[src/rtl/hamsi_msg_pad.sv]
// Hamsi message padder: packs 16-bit half-words into 32-bit words, then appends the 0x80 pad
// marker and the 64-bit big-endian bit length. Optional sticky error flag via HAMSI_PAD_ERR_EN.
module hamsi_msg_pad (
  input  logic        clk,
  input  logic        rst_n,
  input  logic        init,
  input  logic        load,
  // `final` is a reserved word, hence the suffix
  input  logic        final_i,
  input  logic [15:0] idata,
  output logic        ack,
  output logic [31:0] blk_data,
  output logic        blk_valid,
  input  logic        blk_ready,
  output logic        blk_last,
  output logic        busy,
  output logic        err
);

  typedef enum logic [2:0] {
    StIdle,
    StCollect,
    StPad,
    StLenHi,
    StLenLo,
    StDone
  } state_e;

  state_e      state_q, state_d;
  logic        ack_q, ack_d;
  logic [15:0] buf_q, buf_d;
  logic        half_q, half_d;
  logic [63:0] cnt_q, cnt_d;
  logic [31:0] data_q, data_d;
  logic        valid_q, valid_d;
  logic        last_q, last_d;
  logic        out_free;
  logic        accept;

  // Output register can take a new word if empty or being drained this cycle
  assign out_free = !valid_q || blk_ready;
  assign accept   = (state_q == StCollect) && load && !ack_q && out_free && !init;

  always_comb begin
    state_d = state_q;
    ack_d   = accept;
    buf_d   = buf_q;
    half_d  = half_q;
    cnt_d   = cnt_q;
    data_d  = data_q;
    valid_d = valid_q;
    last_d  = last_q;

    if (valid_q && blk_ready) begin
      valid_d = 1'b0;
      last_d  = 1'b0;
    end

    if (init) begin
      state_d = StCollect;
      buf_d   = '0;
      half_d  = 1'b0;
      cnt_d   = '0;
      valid_d = 1'b0;
      last_d  = 1'b0;
    end else begin
      case (state_q)
        StCollect: begin
          if (accept) begin
            cnt_d = cnt_q + 64'd16;
            if (half_q) begin
              data_d  = {buf_q, idata};
              valid_d = 1'b1;
              half_d  = 1'b0;
            end else begin
              buf_d  = idata;
              half_d = 1'b1;
            end
          end
          if (final_i) state_d = StPad;
        end
        StPad: begin
          if (out_free) begin
            data_d  = half_q ? {buf_q, 16'h8000} : 32'h8000_0000;
            valid_d = 1'b1;
            half_d  = 1'b0;
            state_d = StLenHi;
          end
        end
        StLenHi: begin
          if (out_free) begin
            data_d  = cnt_q[63:32];
            valid_d = 1'b1;
            state_d = StLenLo;
          end
        end
        StLenLo: begin
          if (out_free) begin
            data_d  = cnt_q[31:0];
            valid_d = 1'b1;
            last_d  = 1'b1;
            state_d = StDone;
          end
        end
        default: ;
      endcase
    end
  end

  always_ff @(posedge clk or negedge rst_n) begin
    if (!rst_n) begin
      state_q <= StIdle;
      ack_q   <= 1'b0;
      buf_q   <= '0;
      half_q  <= 1'b0;
      cnt_q   <= '0;
      data_q  <= '0;
      valid_q <= 1'b0;
      last_q  <= 1'b0;
    end else begin
      state_q <= state_d;
      ack_q   <= ack_d;
      buf_q   <= buf_d;
      half_q  <= half_d;
      cnt_q   <= cnt_d;
      data_q  <= data_d;
      valid_q <= valid_d;
      last_q  <= last_d;
    end
  end

  assign ack       = ack_q;
  assign blk_data  = data_q;
  assign blk_valid = valid_q;
  assign blk_last  = last_q;
  // DONE stays busy until the low length word has actually left
  assign busy      = (state_q inside {StCollect, StPad, StLenHi, StLenLo}) ||
                     ((state_q == StDone) && valid_q);

`ifdef HAMSI_PAD_ERR_EN
  logic err_q, err_d;

  always_comb begin
    err_d = err_q;
    if (init) begin
      err_d = 1'b0;
    end else if ((load && (state_q != StCollect)) || (final_i && (state_q != StCollect)) ||
                 (accept && (&cnt_q[63:4]))) begin
      err_d = 1'b1;
    end
  end

  always_ff @(posedge clk or negedge rst_n) begin
    if (!rst_n) err_q <= 1'b0;
    else        err_q <= err_d;
  end

  assign err = err_q;
`else
  assign err = 1'b0;
`endif

endmodule

[config.mk]
export PLATFORM = sky130hd
export DESIGN_NAME = hamsi_msg_pad
export DESIGN_NICKNAME = d
export VERILOG_FILES = /design/src/rtl/hamsi_msg_pad.sv
export SDC_FILE = /design/constraint.sdc
export NUM_CORES = 1
export LEC_CHECK = 0
export CAP_MARGIN = 40
export CORE_MARGIN = 1
export CORE_UTILIZATION = 29
export DETAILED_ROUTE_END_ITERATION = 6
export PLACE_DENSITY = 0.48
export SYNTH_ARGS = -nofsm -noshare
export SYNTH_HDL_FRONTEND = slang
export SYNTH_SLANG_ARGS = --single-unit
[constraint.sdc]
create_clock -name clk -period 4.23 [get_ports clk]
set_clock_uncertainty 0.1 [all_clocks]
set_input_delay 0.846 -clock clk [delete_from_list [all_inputs] [get_ports clk]]
set_output_delay 0.846 -clock clk [all_outputs]
set_load 0.01 [all_outputs]
==> impl_metrics.json, run 1 <==
{
  "synth_ff_type": "dfrtp_1",
  "netlist_instances": 671,
  "ys_types": 54,
  "num_antenna_cells": 0,
  "finalMaxSlewViolations": 0,
  "antenna_found_initial": 0,
  "synth_top_area_share_pct": 47.2,
  "timing_worst_setup_path_type": "reg -> out",
  "drc": 0,
  "ios": 59,
  "drive_above_1_share_pct": 8.08,
  "core_um2": 20400,
  "avgSynthCellArea_um2": 9.08,
  "max-slew-margin-rel_pct": 43.8,
  "cts_root_buffer": "clkbuf_16",
  "dr.pass1.iters": 7,
  "fp.dieW_um": 147,
  "cts_hold_buffers": 0,
  "cts_tree": "done",
  "hold_path.class": "in -> async",
  "num_vias": 5467,
  "setup_viol": 0,
  "tns_ns": 0,
  "multiInputGateArea_um2": 2980,
  "clockBufferDepth": 2,
  "worstMarginPinSlew_ns": 0.841,
  "ys_warn_count": 0,
  "vdd_drop_max_uv": 196,
  "syn_area_um2": 6090,
  "io_buffers": 57,
  "top_usage_layer": "met2",
  "start_util_pct": 29.8,
  "p_leak_nw": 2.95,
  "numCtsBuffers": 17,
  "grt_use_met1_pct": 26.0,
  "ant_nets": 0,
  "use_met2_pct": 27.0,
  "worstRegToRegCells": 5,
  "num-fill-cells": 2086,
  "grt-ovfl-total": 0,
  "timing.final.ws_setup_ns": 0.717,
  "cts-resized-gates": 0,
  "fin_crit_sh_pct": 83.0,
  "reg2reg_to": "cnt_q[60]",
  "synth_top_cell_by_area": "dfrtp_1",
  "p_per_area_nw_per_um2": 460,
  "cap_violations": 0,
  "rsz0062_at_grt": "false",
  "reg2reg_slack_ns": 0.93,
  "synth_edf_count": 0,
  "crit_arrival_ns": 2.57,
  "wl_um": 19200,
  "num-nets-final": 740,
  "grt_usage_pct": 18.5,
  "grt_pass1_wl_um": 30200,
  "cts.clk_slew.worst_paths_ns": 0.06,
  "cp.required_ns": 3.28,
  "synth_seq_area_share_pct": 47.2,
  "crit_fanout": 18,
  "dp_hpwl_um": 13700,
  "worstReg2RegStart": "state_q[0]",
  "start_kind": "flop",
  "clkSinkCount": 115,
  "syn-num-nets": 694,
  "total_power_mw": 3.44,
  "grt_pass1_vias": 5162,
  "ys_ff_latch": 115,
  "status": "finished, final reports clean",
  "viasPerCell": 5.47,
  "dp_slack_ns": 0.370,
  "die_h_um": 147,
  "hold_violations": 0,
  "synth_area_leaders": "dfrtp_1 (47%), o21ai_0 (4.8%), nand2_1 (4.6%), a21oi_1 (3.6%), nor2_1 (3.6%)",
  "min_period_ns": 3.51,
  "row_count": 52,
  "htree_levels": 4,
  "grtUsageMet3_pct": 3.14,
  "clkLatencyLatePin_ns": 0.41,
  "fmax_mhz": 285,
  "dieArea_um2": 21600,
  "async_flop_share_pct": 100,
  "areaGrowthSynthToFinish_pct": 22.6,
  "regArea_um2": 2880,
  "grt_start_max_net_pins": 116,
  "routabilityCongestion": 0.843,
  "drt_iter0_markers": 545,
  "postCtsSetupBuffers": 0,
  "wire_per_inst_um": 19.2,
  "end_kind": "output pin"
}
==> area by class of cell <==
class	instances	area share, %
Multi-Input combinational cell	500	39.9
Clock buffer	17	5.70
Timing Repair Buffer	71	9.21
Clock inverter	15	1.49
Inverter	12	0.603
Tap cell	270	4.52
Sequential cell	115	38.5
==> power by group <==
| part | internal (mW) | switching [mW] |
|---|---|---|
| logic | 0.388 | 0.409 |
| clock network | 0.749 | 0.538 |
| registers | 1.25 | 0.101 |
| total | 2.39 | 1.05 |
==> per-stage QoR <==
stage | hold WS (ns) | std cells | cell area [µm²] | util (%)
after floorplan | 0.390 | 671 | 6090 | -
after global placement | 0.363 | 967 | 6920 | 33.9
after detailed placement | 0.369 | 968 | 6930 | 33.9
after CTS | 0.383 | 1000 | 7470 | 36.6
after global routing | 0.405 | 1000 | 7470 | 36.6
final | 0.347 | 1000 | 7470 | 36.6
==> cell usage after synthesis, types with 15 or more instances <==
| library cell | instances |
|---|---|
| dfrtp_1 | 115 |
| nand4_1 | 25 |
| o21ai_0 | 59 |
| mux2i_1 | 16 |
| nand3_1 | 22 |
| a21oi_1 | 44 |
| a222oi_1 | 15 |
| clkbuf_1 | 37 |
| nand2_1 | 74 |
| nor2_1 | 58 |
| or3_1 | 23 |
==> how the worst max path moves through the flow <==
stage / startpoint / endpoint / slack (ns) / depth (start not counted)
2_1_floorplan: load / cnt_q[58] / 1.52 / 6
3_3_place_gp: load / cnt_q[60] / 0.39 / 6
3_5_place_dp: load / cnt_q[60] / 0.37 / 6
4_1_cts: state_q[0] / busy / 0.74 / 4
5_1_grt: state_q[0] / busy / 0.54 / 4
6_report: state_q[0] / busy / 0.72 / 3
==> registers in the layout, indices dropped and copies added, names as in the netlist <==
name and flops:
blk_data 32, ack 1, half_q 1, cnt_q 60, blk_last 1, blk_valid 1
state_q 3, buf_q 16
==> metal layers <==
metal  wire, µm  vias up
li1           -     2581
met1       8790     2663
met2       8560      183
met3       1020       40
met4        813        0
met5          0        -
==> worst max-delay path, cell delays in order, from the launching register on <==
cell and delay [ns]:
dfrtp_1 0.57, clkinv_1 0.59, a22oi_1 0.40, clkdlybuf4s50_1 0.59
==> cell families (layout without fill, tap and decap cells) <==
| logic type | Yosys count | in the layout | synth area share [%] |
|---|---|---|---|
| adder cells (fa/ha/maj) | 1 | 1 | 0.205 |
| buffers and inverters | 56 | 115 | 3.86 |
| flip-flops | 115 | 115 | 47.2 |
| multiplexers | 16 | 16 | 2.63 |
| AND/OR/NAND/NOR | 273 | 273 | 23.3 |
| AO/OA/AOI/OAI | 183 | 183 | 19.0 |
| other | 1 | 1 | 0.0616 |
| XOR/XNOR | 26 | 26 | 3.74 |
==> layout by cell type (no fill, tap or decap), types with 3 or more instances in the layout <==
master and instances:
a21oi_1 44, a222oi_1 15, a22oi_1 7, a2bb2oi_1 9, a31oi_1 13, and3_1 5, and4_1 3, buf_4 13
clkbuf_16 17, clkdlybuf4s50_1 55, clkinv_2 5, clkinv_4 7, dfrtp_1 115, inv_1 10, mux2i_1 16, nand2_1 74
nand2b_1 4, nand3_1 22, nand4_1 25, nor2_1 58, nor2b_1 14, nor3_1 13, nor4_1 6, nor4b_1 3
o211ai_1 4, o21a_1 3, o21ai_0 59, o22ai_1 13, o31ai_1 7, or3_1 23, or4_1 10, xnor2_1 12
xor2_1 14
No activity file was read; power rests on OpenSTA's default activity.
==> inputs of run 2 (changes only) <==
--- a/config.mk
+++ b/config.mk
@@ -9,7 +9,7 @@
 export CORE_MARGIN = 1
 export CORE_UTILIZATION = 29
 export DETAILED_ROUTE_END_ITERATION = 6
-export PLACE_DENSITY = 0.48
+export PLACE_DENSITY = 0.5
 export SYNTH_ARGS = -nofsm -noshare
 export SYNTH_HDL_FRONTEND = slang
 export SYNTH_SLANG_ARGS = --single-unit
==> constraint.sdc (replaced) <==
create_clock -name clk -period 2.9 [get_ports clk]
set_clock_uncertainty 0.1 [all_clocks]
set_input_delay 0.58 -clock clk [delete_from_list [all_inputs] [get_ports clk]]
set_output_delay 0.58 -clock clk [all_outputs]
set_load 0.01 [all_outputs]
==> run 2 against run 1 <==
Against the previous run: core utilization increased by 2.0 points; highest routed layer unchanged; global-route usage increased by 0.47 points; non-clock buffer count increased by 35; sequential power increased by 46%; wire length is 1.5% higher; count of clock-buffer cells in the layout unchanged; worst hold slack worse by 0.33 ns; via count rose by 2.0%; die area stayed put; total power grew 60%.
==> impl_metrics.json, run 2 (synthesized netlist as in run 1, its figures left out) <==
{
  "die_h_um": 147,
  "start_util_pct": 29.8,
  "fp.dieW_um": 147,
  "htree_levels": 4,
  "numCtsBuffers": 17,
  "wl_met1_um": 8640,
  "clkSinkCount": 115,
  "status": "finished, final reports clean",
  "core_um2": 20400,
  "cts_root_buffer": "clkbuf_16",
  "cts-resized-gates": 1,
  "grt_pass1_vias": 5363,
  "ant_nets": 0,
  "wl_um": 19500,
  "cp.required_ns": 3.14,
  "clkLatencyLatePin_ns": 0.42,
  "maxUsedRoutingLayer": "met4",
  "antenna_found_initial": 0,
  "hold_violations": 0,
  "tns_ns": 0,
  "largest_reg_flops": 60,
  "dr.pass1.iters": 5,
  "path_delay_family": "simple AND/OR/NAND/NOR gates",
  "slowest_stage": "clkdlybuf4s50_1",
  "routabilityCongestion": 0.911,
  "num_antenna_cells": 0,
  "fin_crit_sh_pct": 96.0,
  "cts_hold_buffers": 0,
  "p_per_area_nw_per_um2": 697,
  "cts_tree": "done",
  "instances_no_fill": 1035,
  "grt-ovfl-total": 0,
  "cap_violations": 0,
  "worstMarginPinSlew_ns": 0.864,
  "whs_ns": 0.0164,
  "finalMaxSlewViolations": 0,
  "drive_above_1_share_pct": 12.7,
  "max-slew-margin-rel_pct": 42.4,
  "grt_pass1_wl_um": 30900,
  "clockBufferDepth": 2,
  "postCtsSetupBuffers": 0,
  "hold_path.class": "in -> async",
  "dr_wl_met3_um": 1160,
  "final_common_cell": "dfrtp_1",
  "end_kind": "flop",
  "cts.clk_slew.worst_paths_ns": 0.06,
  "num-nets-final": 775,
  "placed_area_um2": 7200,
  "grt_usage_pct": 19.0,
  "areaGrowthSynthToFinish_pct": 29.4,
  "largest-register": "cnt_q",
  "worstReg2RegStart": "cnt_q[25]",
  "wire_per_inst_um": 18.8,
  "drt_iter0_markers": 503,
  "reg2reg_slack_ns": 0.19,
  "crit_fanout": 10,
  "setup_viol": 0,
  "dp.cells": 1003,
  "path_cells": "clkdlybuf4s50_1 -> or4b_4 -> o31ai_4 -> nand4b_1 -> buf_4 -> or4_1 -> a21oi_1",
  "worst-path-buf-inv": 2,
  "num_vias": 5575,
  "dp_hpwl_um": 14400,
  "timing_worst_setup_path_type": "in -> reg",
  "post-route-cell-area_um2": 7880,
  "viasPerCell": 5.39,
  "timing.final.ws_setup_ns": 0.116,
  "met2_length_um": 8860,
  "ios": 59,
  "p_leak_nw": 3.17,
  "start_kind": "primary input",
  "final_cell_mix": "dfrtp_1 (113), nand2_1 (74), o21ai_0 (59), nor2_1 (58), clkdlybuf4s50_1 (55)",
  "fmax_mhz": 359,
  "max_stage_delay_ns": 0.51,
  "io_buffers": 57,
  "dp_slack_ns": -0.270,
  "fin_util_pct": 38.6,
  "worstRegToRegCells": 7,
  "drc": 0,
  "total_power_mw": 5.49,
  "grt_start_max_net_pins": 79,
  "crit_arrival_ns": 3.02,
  "vdd_drop_max_uv": 336,
  "dieArea_um2": 21600,
  "rsz0062_at_grt": "false",
  "row_count": 52,
  "min_period_ns": 2.78,
  "num-fill-cells": 2060,
  "reg2reg_to": "cnt_q[45]"
}
==> run 2: cell count changes in the layout (fill, tap and decap cells not counted) <==
cell | previous run | this run
buf_12 | 1 | 2
buf_4 | 13 | 46
buf_8 | 1 | 2
bufinv_16 | 0 | 5
clkinv_2 | 5 | 1
clkinv_4 | 7 | 3
clkinvlp_4 | 1 | 3
dfrtp_1 | 115 | 113
dfrtp_2 | 0 | 2
inv_6 | 2 | 3
nor4b_1 | 3 | 2
nor4b_2 | 0 | 1
==> run 2: worst max-delay path by stage <==
stage / start / end / slack [ns] / cells after the start
2_1_floorplan: load / cnt_q[58] / 0.46 / 6
6_report: load / cnt_q[61] / 0.12 / 7
3_5_place_dp: load / cnt_q[61] / -0.27 / 7
4_1_cts: state_q[1] / busy / 0.02 / 4
5_1_grt: state_q[2] / busy / 0.003 / 4
3_3_place_gp: load / cnt_q[61] / -0.25 / 7
==> run 2: metal layers <==
metal | vias up | global-route usage, %
li1 | 2648 | -
met1 | 2713 | 25.8
met2 | 180 | 28.8
met3 | 34 | 3.51
met4 | 0 | 9.95
met5 | - | 0
==> run 2: layout make-up <==
type / instances / area, µm² / area share, %
Multi-Input combinational cell: 500 / 2990 / 37.9
Sequential cell: 115 / 2880 / 36.6
Clock buffer: 17 / 425 / 5.40
Timing Repair Buffer: 106 / 971 / 12.3
Tap cell: 270 / 338 / 4.29
Clock inverter: 15 / 230 / 2.92
Inverter: 12 / 45.0 / 0.572
==> run 2: where the power goes <==
group | switching, mW | internal [mW] | leakage, nW
clock | 0.771 | 1.53 | 0.310
sequential | 0.144 | 1.83 | 1.56
combinational | 0.611 | 0.611 | 1.30
total | 1.53 | 3.97 | 3.17
